### src/rtl/uart_tx_if.sv
// Host-side handshake and status bundle for the UART transmitter.
interface uart_tx_if;
  logic       trans_ena;
  logic [7:0] tx_data;
  logic       ovf_clr;
  logic       tx;
  logic       tx_busy;
  logic       tx_done;
  logic       tx_ovf;

  modport master (
    output trans_ena, tx_data, ovf_clr,
    input  tx, tx_busy, tx_done, tx_ovf
  );

  modport slave (
    input  trans_ena, tx_data, ovf_clr,
    output tx, tx_busy, tx_done, tx_ovf
  );
endinterface

### src/rtl/uart_tx.sv
// 8N1 UART transmitter with a one-byte holding register and sticky overflow flag.
// All outputs are registered; tx drops low the cycle after an accepted request.
module uart_tx #(
  parameter int unsigned CLKS_PER_BIT = 5208
) (
  input  logic     clk,
  input  logic     reset,
  uart_tx_if.slave bus
);
  localparam int unsigned CNT_W  = 16;
  localparam int unsigned DATA_W = 8;
  localparam int unsigned IDX_W  = 3;
  localparam logic [CNT_W-1:0] CNT_LAST = CNT_W'(CLKS_PER_BIT - 1);
  localparam logic [IDX_W-1:0] IDX_LAST = IDX_W'(DATA_W - 1);

  typedef enum logic [1:0] {IDLE, START, DATA, STOP} state_t;

  state_t              state_q, state_d;
  logic [CNT_W-1:0]    cnt_q, cnt_d;
  logic [IDX_W-1:0]    idx_q, idx_d;
  logic [DATA_W-1:0]   shift_q, shift_d;
  logic [DATA_W-1:0]   hold_q, hold_d;
  logic                hold_vld_q, hold_vld_d;
  logic                tx_q, tx_d;
  logic                busy_q, busy_d;
  logic                done_q, done_d;
  logic                ovf_q, ovf_d;
  logic                bit_end_c;
  logic                last_stop_c;
  logic                ovf_set_c;

  assign bit_end_c   = (cnt_q == CNT_LAST);
  assign last_stop_c = (state_q == STOP) && bit_end_c;

  // Next-state, line level and holding-register control
  always_comb begin
    state_d    = state_q;
    cnt_d      = bit_end_c ? '0 : cnt_q + CNT_W'(1);
    idx_d      = idx_q;
    shift_d    = shift_q;
    hold_d     = hold_q;
    hold_vld_d = hold_vld_q;
    tx_d       = tx_q;
    done_d     = 1'b0;
    ovf_set_c  = 1'b0;

    // Requests during a frame go to the holding register; the last STOP cycle is handled below
    if (bus.trans_ena && (state_q != IDLE) && !last_stop_c) begin
      if (hold_vld_q) begin
        ovf_set_c = 1'b1;
      end else begin
        hold_d     = bus.tx_data;
        hold_vld_d = 1'b1;
      end
    end

    case (state_q)
      IDLE: begin
        cnt_d = '0;
        idx_d = '0;
        tx_d  = 1'b1;
        if (bus.trans_ena) begin
          shift_d = bus.tx_data;
          state_d = START;
          tx_d    = 1'b0;
        end
      end
      START: begin
        if (bit_end_c) begin
          state_d = DATA;
          idx_d   = '0;
          tx_d    = shift_q[0];
        end
      end
      DATA: begin
        if (bit_end_c) begin
          if (idx_q == IDX_LAST) begin
            state_d = STOP;
            tx_d    = 1'b1;
          end else begin
            idx_d   = idx_q + IDX_W'(1);
            shift_d = {1'b0, shift_q[DATA_W-1:1]};
            tx_d    = shift_q[1];
          end
        end
      end
      STOP: begin
        if (bit_end_c) begin
          done_d = 1'b1;
          if (hold_vld_q) begin
            shift_d = hold_q;
            state_d = START;
            tx_d    = 1'b0;
            if (bus.trans_ena) begin
              hold_d = bus.tx_data;
            end else begin
              hold_vld_d = 1'b0;
            end
          end else if (bus.trans_ena) begin
            shift_d = bus.tx_data;
            state_d = START;
            tx_d    = 1'b0;
          end else begin
            state_d = IDLE;
            tx_d    = 1'b1;
          end
        end
      end
      default: begin
        state_d = IDLE;
        tx_d    = 1'b1;
      end
    endcase

    busy_d = (state_d != IDLE);
    ovf_d  = ovf_set_c | (ovf_q & ~bus.ovf_clr);
  end

  always_ff @(posedge clk) begin
    if (reset) begin
      state_q    <= IDLE;
      cnt_q      <= '0;
      idx_q      <= '0;
      shift_q    <= '0;
      hold_q     <= '0;
      hold_vld_q <= 1'b0;
      tx_q       <= 1'b1;
      busy_q     <= 1'b0;
      done_q     <= 1'b0;
      ovf_q      <= 1'b0;
    end else begin
      state_q    <= state_d;
      cnt_q      <= cnt_d;
      idx_q      <= idx_d;
      shift_q    <= shift_d;
      hold_q     <= hold_d;
      hold_vld_q <= hold_vld_d;
      tx_q       <= tx_d;
      busy_q     <= busy_d;
      done_q     <= done_d;
      ovf_q      <= ovf_d;
    end
  end

  assign bus.tx      = tx_q;
  assign bus.tx_busy = busy_q;
  assign bus.tx_done = done_q;
  assign bus.tx_ovf  = ovf_q;
endmodule

### src/flat_wrapper.sv
// flat-port wrapper written by rule: the top's interface ports become plain ports
module uart_tx_flat 
#(
  parameter int unsigned CLKS_PER_BIT = 5208
)
  (clk, reset, bus_trans_ena, bus_tx_data, bus_ovf_clr, bus_tx, bus_tx_busy, bus_tx_done, bus_tx_ovf);
  uart_tx_if bus_i ();
  input  logic clk;
  input  logic reset;
  input wire logic [$bits(bus_i.trans_ena)-1:0] bus_trans_ena;
  input wire logic [$bits(bus_i.tx_data)-1:0] bus_tx_data;
  input wire logic [$bits(bus_i.ovf_clr)-1:0] bus_ovf_clr;
  output wire logic [$bits(bus_i.tx)-1:0] bus_tx;
  output wire logic [$bits(bus_i.tx_busy)-1:0] bus_tx_busy;
  output wire logic [$bits(bus_i.tx_done)-1:0] bus_tx_done;
  output wire logic [$bits(bus_i.tx_ovf)-1:0] bus_tx_ovf;
  assign bus_i.trans_ena = bus_trans_ena;
  assign bus_i.tx_data = bus_tx_data;
  assign bus_i.ovf_clr = bus_ovf_clr;
  assign bus_tx = bus_i.tx;
  assign bus_tx_busy = bus_i.tx_busy;
  assign bus_tx_done = bus_i.tx_done;
  assign bus_tx_ovf = bus_i.tx_ovf;
  uart_tx #(.CLKS_PER_BIT(CLKS_PER_BIT)) u_core (.clk(clk), .reset(reset), .bus(bus_i));
endmodule
### config.mk
export PLATFORM = sky130hd
export DESIGN_NAME = uart_tx_flat
export DESIGN_NICKNAME = d
export VERILOG_FILES = /design/src/rtl/uart_tx_if.sv /design/src/rtl/uart_tx.sv /design/src/flat_wrapper.sv
export SDC_FILE = /design/constraint.sdc
export NUM_CORES = 1
export LEC_CHECK = 0
export CAP_MARGIN = 20
export CELL_PAD_IN_SITES_DETAIL_PLACEMENT = 1
export CELL_PAD_IN_SITES_GLOBAL_PLACEMENT = 1
export CORE_ASPECT_RATIO = 2
export CORE_MARGIN = 4
export CORE_UTILIZATION = 44
export CTS_CLUSTER_DIAMETER = 40
export DETAILED_ROUTE_END_ITERATION = 7
export GPL_ROUTABILITY_DRIVEN = 0
export GPL_TIMING_DRIVEN = 0
export PLACE_DENSITY_LB_ADDON = 0.1
export SLEW_MARGIN = 20
export SYNTH_ARGS = -nofsm -noshare
export SYNTH_HDL_FRONTEND = slang
export SYNTH_SLANG_ARGS = --single-unit
### constraint.sdc
create_clock -name clk -period 2.2 [get_ports clk]
set_input_delay 0.44 -clock clk [delete_from_list [all_inputs] [get_ports clk]]
set_output_delay 0.44 -clock clk [all_outputs]
set_load 0.02 [all_outputs]
==> metrics <==
Area Growth Syn to Fin=19.7%; Mapped Cells=219; Async SR Flop Fraction=0; Crit path buffers/inverters=3; synthesized cell area=2070 µm²; Die Span Y=105 µm; RR Endpoint=u_core.hold_q[1]; Final Hold Vio Count=0; full die area=5920 µm²; PortBufs=14; vias in the first global route=1,933; worst hold slack=0.480 ns; sequential area share after synthesis=0.407; Worst IR Drop VDD=389 µV; Max Cap Violations=0; Routed Antenna Nets=0; crit path launch=u_core.cnt_q[5]; Max Clock Skew=0.00734 ns; Reg clk slew, reported paths=0.08 ns; synthesis warning total=0; Slew Limit Headroom=0.629; area leader, netlist=dfxtp_1; vias post-DR=1,735; Worst R2R Path Depth=8; DIE WIDTH=56.5 µm; Synth Area per Inst=9.43 µm²; most frequent cell after synthesis=dfxtp_1; syn_nets=234; Final period util=0.983; sw frac=0.248; RSZ-0062 raised after global routing=yes; Crit path max-delay family=simple AND/OR/NAND/NOR gates; Seq pwr share=0.539; total track usage=0.194; CP required=2.38 ns; CP max stage cell=or4b_4; final setup fails=0; mux cell area share after synthesis=0.0388; root buf cell=clkbuf_8; drt via density=5.78; Critical Path Fanout Max=8; post-layout min period=2.16 ns; final layout net count=259; drt drc=0; Starting Density=0.449; area of placed instances=2270 µm²; Final Core Density=0.538; post-synthesis adder-cell area fraction=0.0182; post-synthesis simple-gate area fraction=0.271; worst min path class=reg2reg; post-DR wirelength/cell=17.8 µm; share of cells above drive strength 1=0.184; drt first pass iters=5; Yosys cell types=51; Synth Area in XOR/XNOR=0.0551; Antenna Cells=0; CTS tree=done; Critical Path, Cell by Cell=or4b_4 -> nor4_4 -> buf_6 -> buf_8 -> and3_4 -> a31oi_4 -> buf_12 -> mux2i_4; Synth top cells by count=42 x dfxtp_1, 24 x nor2_1, 12 x nand2_1, 12 x or2b_1; FF-to-FF setup slack=0.04 ns; largest net degree at the start of global routing=13; EDFF count, synth=0; largest family of logic cells by synthesized area=simple AND/OR/NAND/NOR gates; Main synth FF type=dfxtp_1; drt total wl=5330 µm; Crit Reg-Reg Startpoint=u_core.cnt_q[5]; Worst-Margin Slew=0.556 ns; Layout Cells excl Fill=300; H-tree levels=2; post-synth top area share=0.407; Clock Path Buffers=2; initial antenna violation count=0; standard-cell rows=35; clk_lat worst skew=0.30 ns; final instance area=2470 µm²; first-pass GRT wire length=9200 µm; CP peak stage delay=0.54 ns; placed cell count=288; pwr dens=599 nW/µm²; Worst Path Class, Setup=reg2reg; CP Capture Type=flip-flop; io pins=16; CTS Sinks=42; DP Wirelength=3940 µm; Leak=0.883 nW; Yosys reg bits=42; switching power=0.000368 W; ranking of synthesized cells by area=dfxtp_1 41%, nor2_1 4.4%, or2b_1 4.4%; cts bufs inserted=5; total grt overflow=0; number of fill cells=530; Clock power frac=0.349; type of origin of the critical path=flip-flop; crit path to=u_core.hold_q[1]; total stage count of the critical path=8; Pint=0.00111 W; FMAX=0.462 GHz; Final Max Tran Viols=0; Combinational Power Share=0.112; outcome=complete, no violations; Compound-Gate Fraction of Synth Area=0.160; Core Area=4600 µm²; Worst EP arrival=2.34 ns; Iteration-0 DRC Markers=70
-- flip-flops by register name (all words and copies together) (netlist names) --
register and flops:
u_core.bus.tx_done 1, u_core.cnt_q 16, u_core.bus.tx 1, u_core.shift_q 8, u_core.bus.tx_ovf 1, u_core.idx_q 3, u_core.state_q 2, u_core.hold_q 8
u_core.hold_vld_q 1, u_core.bus.tx_busy 1
-- cells in the final DEF, fill, tap and decap left out, types with 2 or more instances in the layout --
cell             instances
or3_1                    2
dfxtp_1                 37
nand3_1                  6
o2111ai_1                2
clkbuf_1                 6
or4b_4                   2
xnor2_1                  6
clkbuf_8                 6
ha_1                     3
nor2_1                  24
o21ai_2                  2
nand4_1                  2
or2b_1                  12
a222oi_1                 7
o32ai_1                  8
nor2b_1                  2
a21oi_1                  9
dfxtp_2                  3
nor3_1                   3
buf_6                    2
dfxtp_4                  2
inv_1                    7
clkdlybuf4s50_1         14
xor2_1                   7
nand2_1                 12
buf_4                    5
or2b_2                   4
or2_2                    2
nand2b_1                 8
o21ai_0                  5
mux2i_1                  7
-- how the worst min path moves through the flow --
stage	slack, ns	from	to	cells past startpoint
floorplan	0.43	u_core.cnt_q[0]	u_core.cnt_q[0]	1
global placement	0.45	u_core.idx_q[1]	u_core.idx_q[1]	2
detailed placement	0.47	u_core.idx_q[2]	u_core.idx_q[2]	2
CTS	0.48	u_core.idx_q[2]	u_core.idx_q[2]	2
global route	0.50	u_core.idx_q[1]	u_core.idx_q[1]	2
finish	0.48	u_core.idx_q[2]	u_core.idx_q[2]	2
-- routing by layer --
metal	part of all wire	GRT usage	vias up
li1	-	-	831
met4	0.015	0.0713	0
met3	0.020	0.0334	7
met2	0.61	0.387	23
met5	0	0	-
met1	0.35	0.185	874
-- cell type report --
type	instances	area (µm²)	share of cell area
multi-input combinational	158	1160	0.469
sequential	42	852	0.345
timing repair buffer	19	194	0.0784
clock buffer	7	86.3	0.0349
buffer	11	80.1	0.0324
tap	55	68.8	0.0278
inverter	7	26.3	0.0106
clock inverter	1	5.00	0.00202
-- per-stage QoR --
| stage | total power [W] | TNS, ns | setup WS, ns |
|---|---|---|---|
| after floorplan | 0.000912 | 0 | 0.162 |
| after global routing | 0.00154 | -0.133 | -0.0400 |
| final | 0.00148 | 0 | 0.0378 |
| after detailed placement | 0.000971 | -3.98 | -0.216 |
| after global placement | 0.000963 | -2.57 | -0.140 |
| after CTS | 0.00149 | 0 | 0.00535 |
-- power by group through the flow --
| stage | clock (W) | combinational, W | sequential, W |
|---|---|---|---|
| detailed placement | 0 | 0.000154 | 0.000817 |
| floorplan | 0 | 0.0000948 | 0.000817 |
| global placement | 0 | 0.000147 | 0.000816 |
| CTS | 0.000530 | 0.000159 | 0.000800 |
| global route | 0.000558 | 0.000181 | 0.000800 |
| finish | 0.000516 | 0.000166 | 0.000797 |
-- cells by family after synthesis --
| logic type | count (synthesis) |
|---|---|
| adder cells (fa/ha/maj) | 3 |
| multiplexers | 8 |
| AO/OA/AOI/OAI | 41 |
| buffers and inverters | 19 |
| XOR/XNOR | 13 |
| AND/OR/NAND/NOR | 93 |
| flip-flops | 42 |
-- worst min-delay path, cell delays in order, from the launching register on --
cell and delay, ns:
dfxtp_1 0.32, nand2_1 0.06, a21oi_1 0.06
-- repair_timing --
action | CTS | global route
pin swaps | 2 | 4
endpoints found under the setup margin | 28 | 18
hold buffers | 0 | 0
hold endpoints to repair | 0 | 0
resized for setup | 3 | 15
setup buffers | 2 | 3
No activity file was read; power rests on OpenSTA's default activity.
==> patch 1: new RTL, config.mk and constraints unchanged <==
Set the localparam `CNT_W` to 24 (it was 16).
--- a/src/rtl/uart_tx.sv
+++ b/src/rtl/uart_tx.sv
@@ -7,7 +7,7 @@
   input  logic     reset,
   uart_tx_if.slave bus
 );
-  localparam int unsigned CNT_W  = 16;
+  localparam int unsigned CNT_W  = 24;
   localparam int unsigned DATA_W = 8;
   localparam int unsigned IDX_W  = 3;
   localparam logic [CNT_W-1:0] CNT_LAST = CNT_W'(CLKS_PER_BIT - 1);
Formal check against the unedited RTL: no difference found for any inputs over 10 cycles, from zero or initial values and one cycle with reset high; that may be too few to reach the edited logic, so the function may still have changed.
==> patch 1 against the unedited design <==
Cell area up 39%; sequential cell count up 8; power up 45%; synthesized area up 35%; setup slack worse by 0.0014 ns; wire length up 70%; die area up 31%; worst hold slack worse by 0.013 ns; critical path type unchanged.
==> patch 1: results (changes against the unedited design) <==
metric;value;unit;change
nFillCells;753;;+42%
status;finished, final reports clean;;
ctsResizeCount;13;;+10
p_seq_frac;0.450;;-0.089
leakagePower;1.24;nW;+40%
io_buffer_count;15;;+1
wl;9060;um;+70%
drive_above_1_share;0.148;;-0.0353
relSlewSlack;0.575;;-0.0541
dp_cells;435;;+51%
fin_skew;0.00888;ns;+0.00155 ns
synthAdderAreaFrac;0.0134;;-0.00474
largestRegisters;u_core.cnt_q x24, u_core.hold_q x8, u_core.shift_q x8;;
dp_slack;-0.593;ns;-0.377 ns
ys_top_cells_by_count;50 x dfxtp_1, 42 x nor2_1, 22 x mux2i_1, 22 x nand3_1, 20 x nand2_1;;
crit_path_max_fanout;7;;-1
synth_fp_nets;351;;+50%
rr_worst_depth;9;;+1
stdcell_count;448;;+49%
power.density;623;nW/um2;+4.1%
vdd_drop_max;0.000621;V;+60%
r2r-start;u_core.cnt_q[8];;
p_int;1.61;mW;+45%
root_buffer;clkbuf_16;;
grt_use_total;0.247;;+0.0532
cp.arrival;2.38;ns;+0.04 ns
grt_pass1_vias;2799;;+45%
worstHoldPathCells;1;;-1
-- patch 1: cell types whose count changed after synthesis, sizes merged, moves of 8 or more --
cell | before | now
mux2i | 8 | 22
nand2 | 12 | 21
o22ai | 0 | 13
nor2 | 25 | 42
dfxtp | 42 | 50
a22o | 0 | 8
or2b | 16 | 0
nand3 | 7 | 22
clkbuf | 6 | 15
-- patch 1: routing by layer --
| metal | wire length, um | vias to the layer above | track usage |
|---|---|---|---|
| met5 | 0 | - | 0 |
| met4 | 324 | 0 | 0.130 |
| met3 | 244 | 22 | 0.0400 |
| met2 | 5240 | 49 | 0.463 |
| met1 | 3260 | 1325 | 0.253 |
| li1 | - | 1288 | - |
-- patch 1: worst max-delay path, stage by stage, from the launching register on --
cell     delay [ns]
dfxtp_2        0.37
nor4b_4        0.33
and4_1         0.27
buf_6          0.14
and2_1         0.17
buf_6          0.13
nand4_1        0.12
or2_1          0.28
buf_6          0.15
o22ai_1        0.12
-- patch 1: worst min path at each step --
stage / from / end / slack (ns)
5_1_grt: u_core.cnt_q[0] / u_core.cnt_q[0] / 0.51
3_3_place_gp: u_core.cnt_q[0] / u_core.cnt_q[0] / 0.44
4_1_cts: u_core.cnt_q[0] / u_core.cnt_q[0] / 0.48
6_report: u_core.cnt_q[0] / u_core.cnt_q[0] / 0.47
3_5_place_dp: u_core.cnt_q[0] / u_core.cnt_q[0] / 0.46
2_1_floorplan: u_core.cnt_q[0] / u_core.cnt_q[0] / 0.42
-- patch 1: cell type report --
type | instances | share of cell area
plain buffers | 24 | 0.0361
clock buffers | 6 | 0.0404
clock inverters | 1 | 0.00874
inverters | 6 | 0.00765
multi-input cells | 256 | 0.526
flip-flops and latches | 50 | 0.294
well taps | 84 | 0.0306
repair buffers | 21 | 0.0568
==> patch 2: new RTL, same flow settings <==
Without the edit above. `hold_q` no longer has a reset.
--- a/src/rtl/uart_tx.sv
+++ b/src/rtl/uart_tx.sv
@@ -122,7 +122,6 @@
       cnt_q      <= '0;
       idx_q      <= '0;
       shift_q    <= '0;
-      hold_q     <= '0;
       hold_vld_q <= 1'b0;
       tx_q       <= 1'b1;
       busy_q     <= 1'b0;
@@ -133,7 +132,6 @@
       cnt_q      <= cnt_d;
       idx_q      <= idx_d;
       shift_q    <= shift_d;
-      hold_q     <= hold_d;
       hold_vld_q <= hold_vld_d;
       tx_q       <= tx_d;
       busy_q     <= busy_d;
@@ -142,6 +140,10 @@
     end
   end
 
+  always_ff @(posedge clk) begin
+    hold_q <= hold_d;
+  end
+
   assign bus.tx      = tx_q;
   assign bus.tx_busy = busy_q;
   assign bus.tx_done = done_q;
Behaviour: same outputs for any inputs over 10 cycles, from zero or initial values and one cycle with reset high; that may be too few to reach the edited logic, so the function may still have changed.
==> patch 2 against the unedited design <==
Final cell count up 2.0%; cell area decreased by 2.1%; first-iteration DRC count decreased by 69%; synthesized area fell by 1.7%; clock skew is essentially flat; sequential cell count unchanged; global-route usage shrank 0.97 points; wire length is 3.6% lower; power is 6.3% higher; setup slack got worse by 0.011 ns; largest cell class unchanged; highest routed layer unchanged.
==> patch 2: results (changes against the unedited design) <==
metric;value;unit;change
dr_total_vias;1699;;-2.1%
fin_crit_sh;0.988;;+0.00507
status;finished, final reports clean;;
grt_pass1_wl;8600;um;-6.4%
synth_fp_nets;240;;+2.6%
path_class;flop to flop;;
ys_seq_area_frac;0.414;;+0.00702
drive_above_1_share;0.163;;-0.0210
relSlewSlack;0.530;;-0.0997
nFillCells;542;;+2.3%
rr_worst_depth;6;;-2
r2r-start;u_core.cnt_q[9];;
tns;0;ns;unchanged
dp_cells;292;;+1.4%
yosysWarnings;0;;unchanged
htree_levels;2;;unchanged
numCtsBuffers;5;;unchanged
io_buffer_count;13;;-1
leakagePower;0.944;nW;+6.9%
antenna_found_initial;0;;unchanged
cpPeakStageDelay;0.57;ns;+0.03 ns
min_path_type;flop to flop;;
root_buffer;clkbuf_8;;
async_reset_ff_frac;0;;unchanged
sw_frac_of_total;0.252;;+0.00365
place_hpwl;3840;um;-2.4%
firstDrtPassIters;4;;-1
nets;266;;+2.7%
grt_use_total;0.184;;-0.00970
ys_top_cells_by_count;42 x dfxtp_1, 35 x nor2_1, 19 x nand2_1;;
r2r_slack;0.03;ns;
clock_latency;0.29;ns;
viasPerCell;5.55;;-4.0%
clk_path_buf_depth;2;;unchanged
crit_slowest_cell;or4b_4;;
dp_slack;-0.242;ns;-0.0256 ns
drtIter0Drc;22;;-69%
largestRegisters;u_core.cnt_q x16, u_core.hold_q x8, u_core.shift_q x8;;
ys_types;45;;-12%
wl_per_cell;16.8;um;-5.5%
clk_pin_slew_worst_paths;0.08;ns;about the same
crit_path_max_fanout;8;;unchanged
diodes;0;;unchanged
fin_skew;0.00746;ns;+0.000126 ns
syn_inst;225;;+2.7%
cp.arrival;2.35;ns;
r2r-end;u_core.hold_q[5];;
vdd_drop_max;0.000534;V;+37%
grt_pass1_vias;1854;;-4.1%
yosys-top-cells-area;dfxtp_1 41%, nor2_1 6.5%, mux2i_1 6.4%;;
grt_max_degree;14;;+1
placed_area;2230;um2;-2.0%
## patch 2: cell types whose count changed after synthesis, moves of 6 or more
| cell | delta |
|---|---|
| o22ai_1 | +6 |
| nand2_1 | +7 |
| or2b_1 | -12 |
| a22oi_1 | +7 |
| mux2_4 | +7 |
| a222oi_1 | -7 |
| o32ai_1 | -8 |
| nor2_1 | +11 |
| nand2b_1 | -9 |
## patch 2: worst max-delay path: cells and delay by family (launching register included)
| kind | cells | cell delay, ns |
|---|---|---|
| mux | 1 | 0.29 |
| simple gates | 3 | 1.01 |
| flops | 1 | 0.33 |
| compound gates | 1 | 0.27 |
| buf+inv | 1 | 0.15 |
## patch 2: worst min path at each step
stage                          from  slack [ns]  depth (start not counted)         endpoint
CTS                 u_core.cnt_q[0]        0.45                          1  u_core.cnt_q[0]
global route        u_core.cnt_q[0]        0.49                          1  u_core.cnt_q[0]
detailed placement  u_core.cnt_q[0]        0.44                          1  u_core.cnt_q[0]
floorplan           u_core.cnt_q[0]        0.42                          1  u_core.cnt_q[0]
global placement    u_core.cnt_q[0]        0.42                          1  u_core.cnt_q[0]
finish              u_core.cnt_q[0]        0.45                          1  u_core.cnt_q[0]
## patch 2: cell families after synthesis
family	after synthesis	synth area share
buffers and inverters	19	0.0413
DFF	42	0.414
xor gates and xnor gates	15	0.0647
AOI/OAI and AO/OA	40	0.132
adders and majority gates	3	0.0185
muxes	20	0.116
and+or+nand+nor	86	0.214
## patch 2: cell type report
type	count	area, um2	share of cell area
sequential	42	847	0.350
timing repair buffer	21	203	0.0837
tap	54	67.6	0.0279
clock buffer	6	82.6	0.0341
buffer	11	48.8	0.0202
inverter	6	22.5	0.00930
multi-input combinational	164	1140	0.470
clock inverter	2	12.5	0.00517
## patch 2: layer usage
| metal | part of all wire | up-vias | global-route usage |
|---|---|---|---|
| met3 | 0.016 | 10 | 0.0311 |
| met4 | 0.022 | 0 | 0.0713 |
| met5 | 0 | - | 0 |
| met1 | 0.36 | 829 | 0.168 |
| li1 | - | 843 | - |
| met2 | 0.60 | 17 | 0.376 |
## patch 2: repair_timing
item | 4_1_cts | 5_1_grt
setup buffers | 7 | 1
pin swaps | 5 | 3
cloned | 0 | 0
resized for setup | 5 | 7
setup endpoints to repair | 27 | 25
## patch 2: power groups by stage
stage | Combinational, mW | Clock [mW] | Sequential [mW]
after floorplan | 0.143 | 0 | 0.855
after global placement | 0.198 | 0 | 0.861
after detailed placement | 0.202 | 0 | 0.861
after CTS | 0.205 | 0.536 | 0.844
after global routing | 0.224 | 0.568 | 0.852
final | 0.205 | 0.523 | 0.844
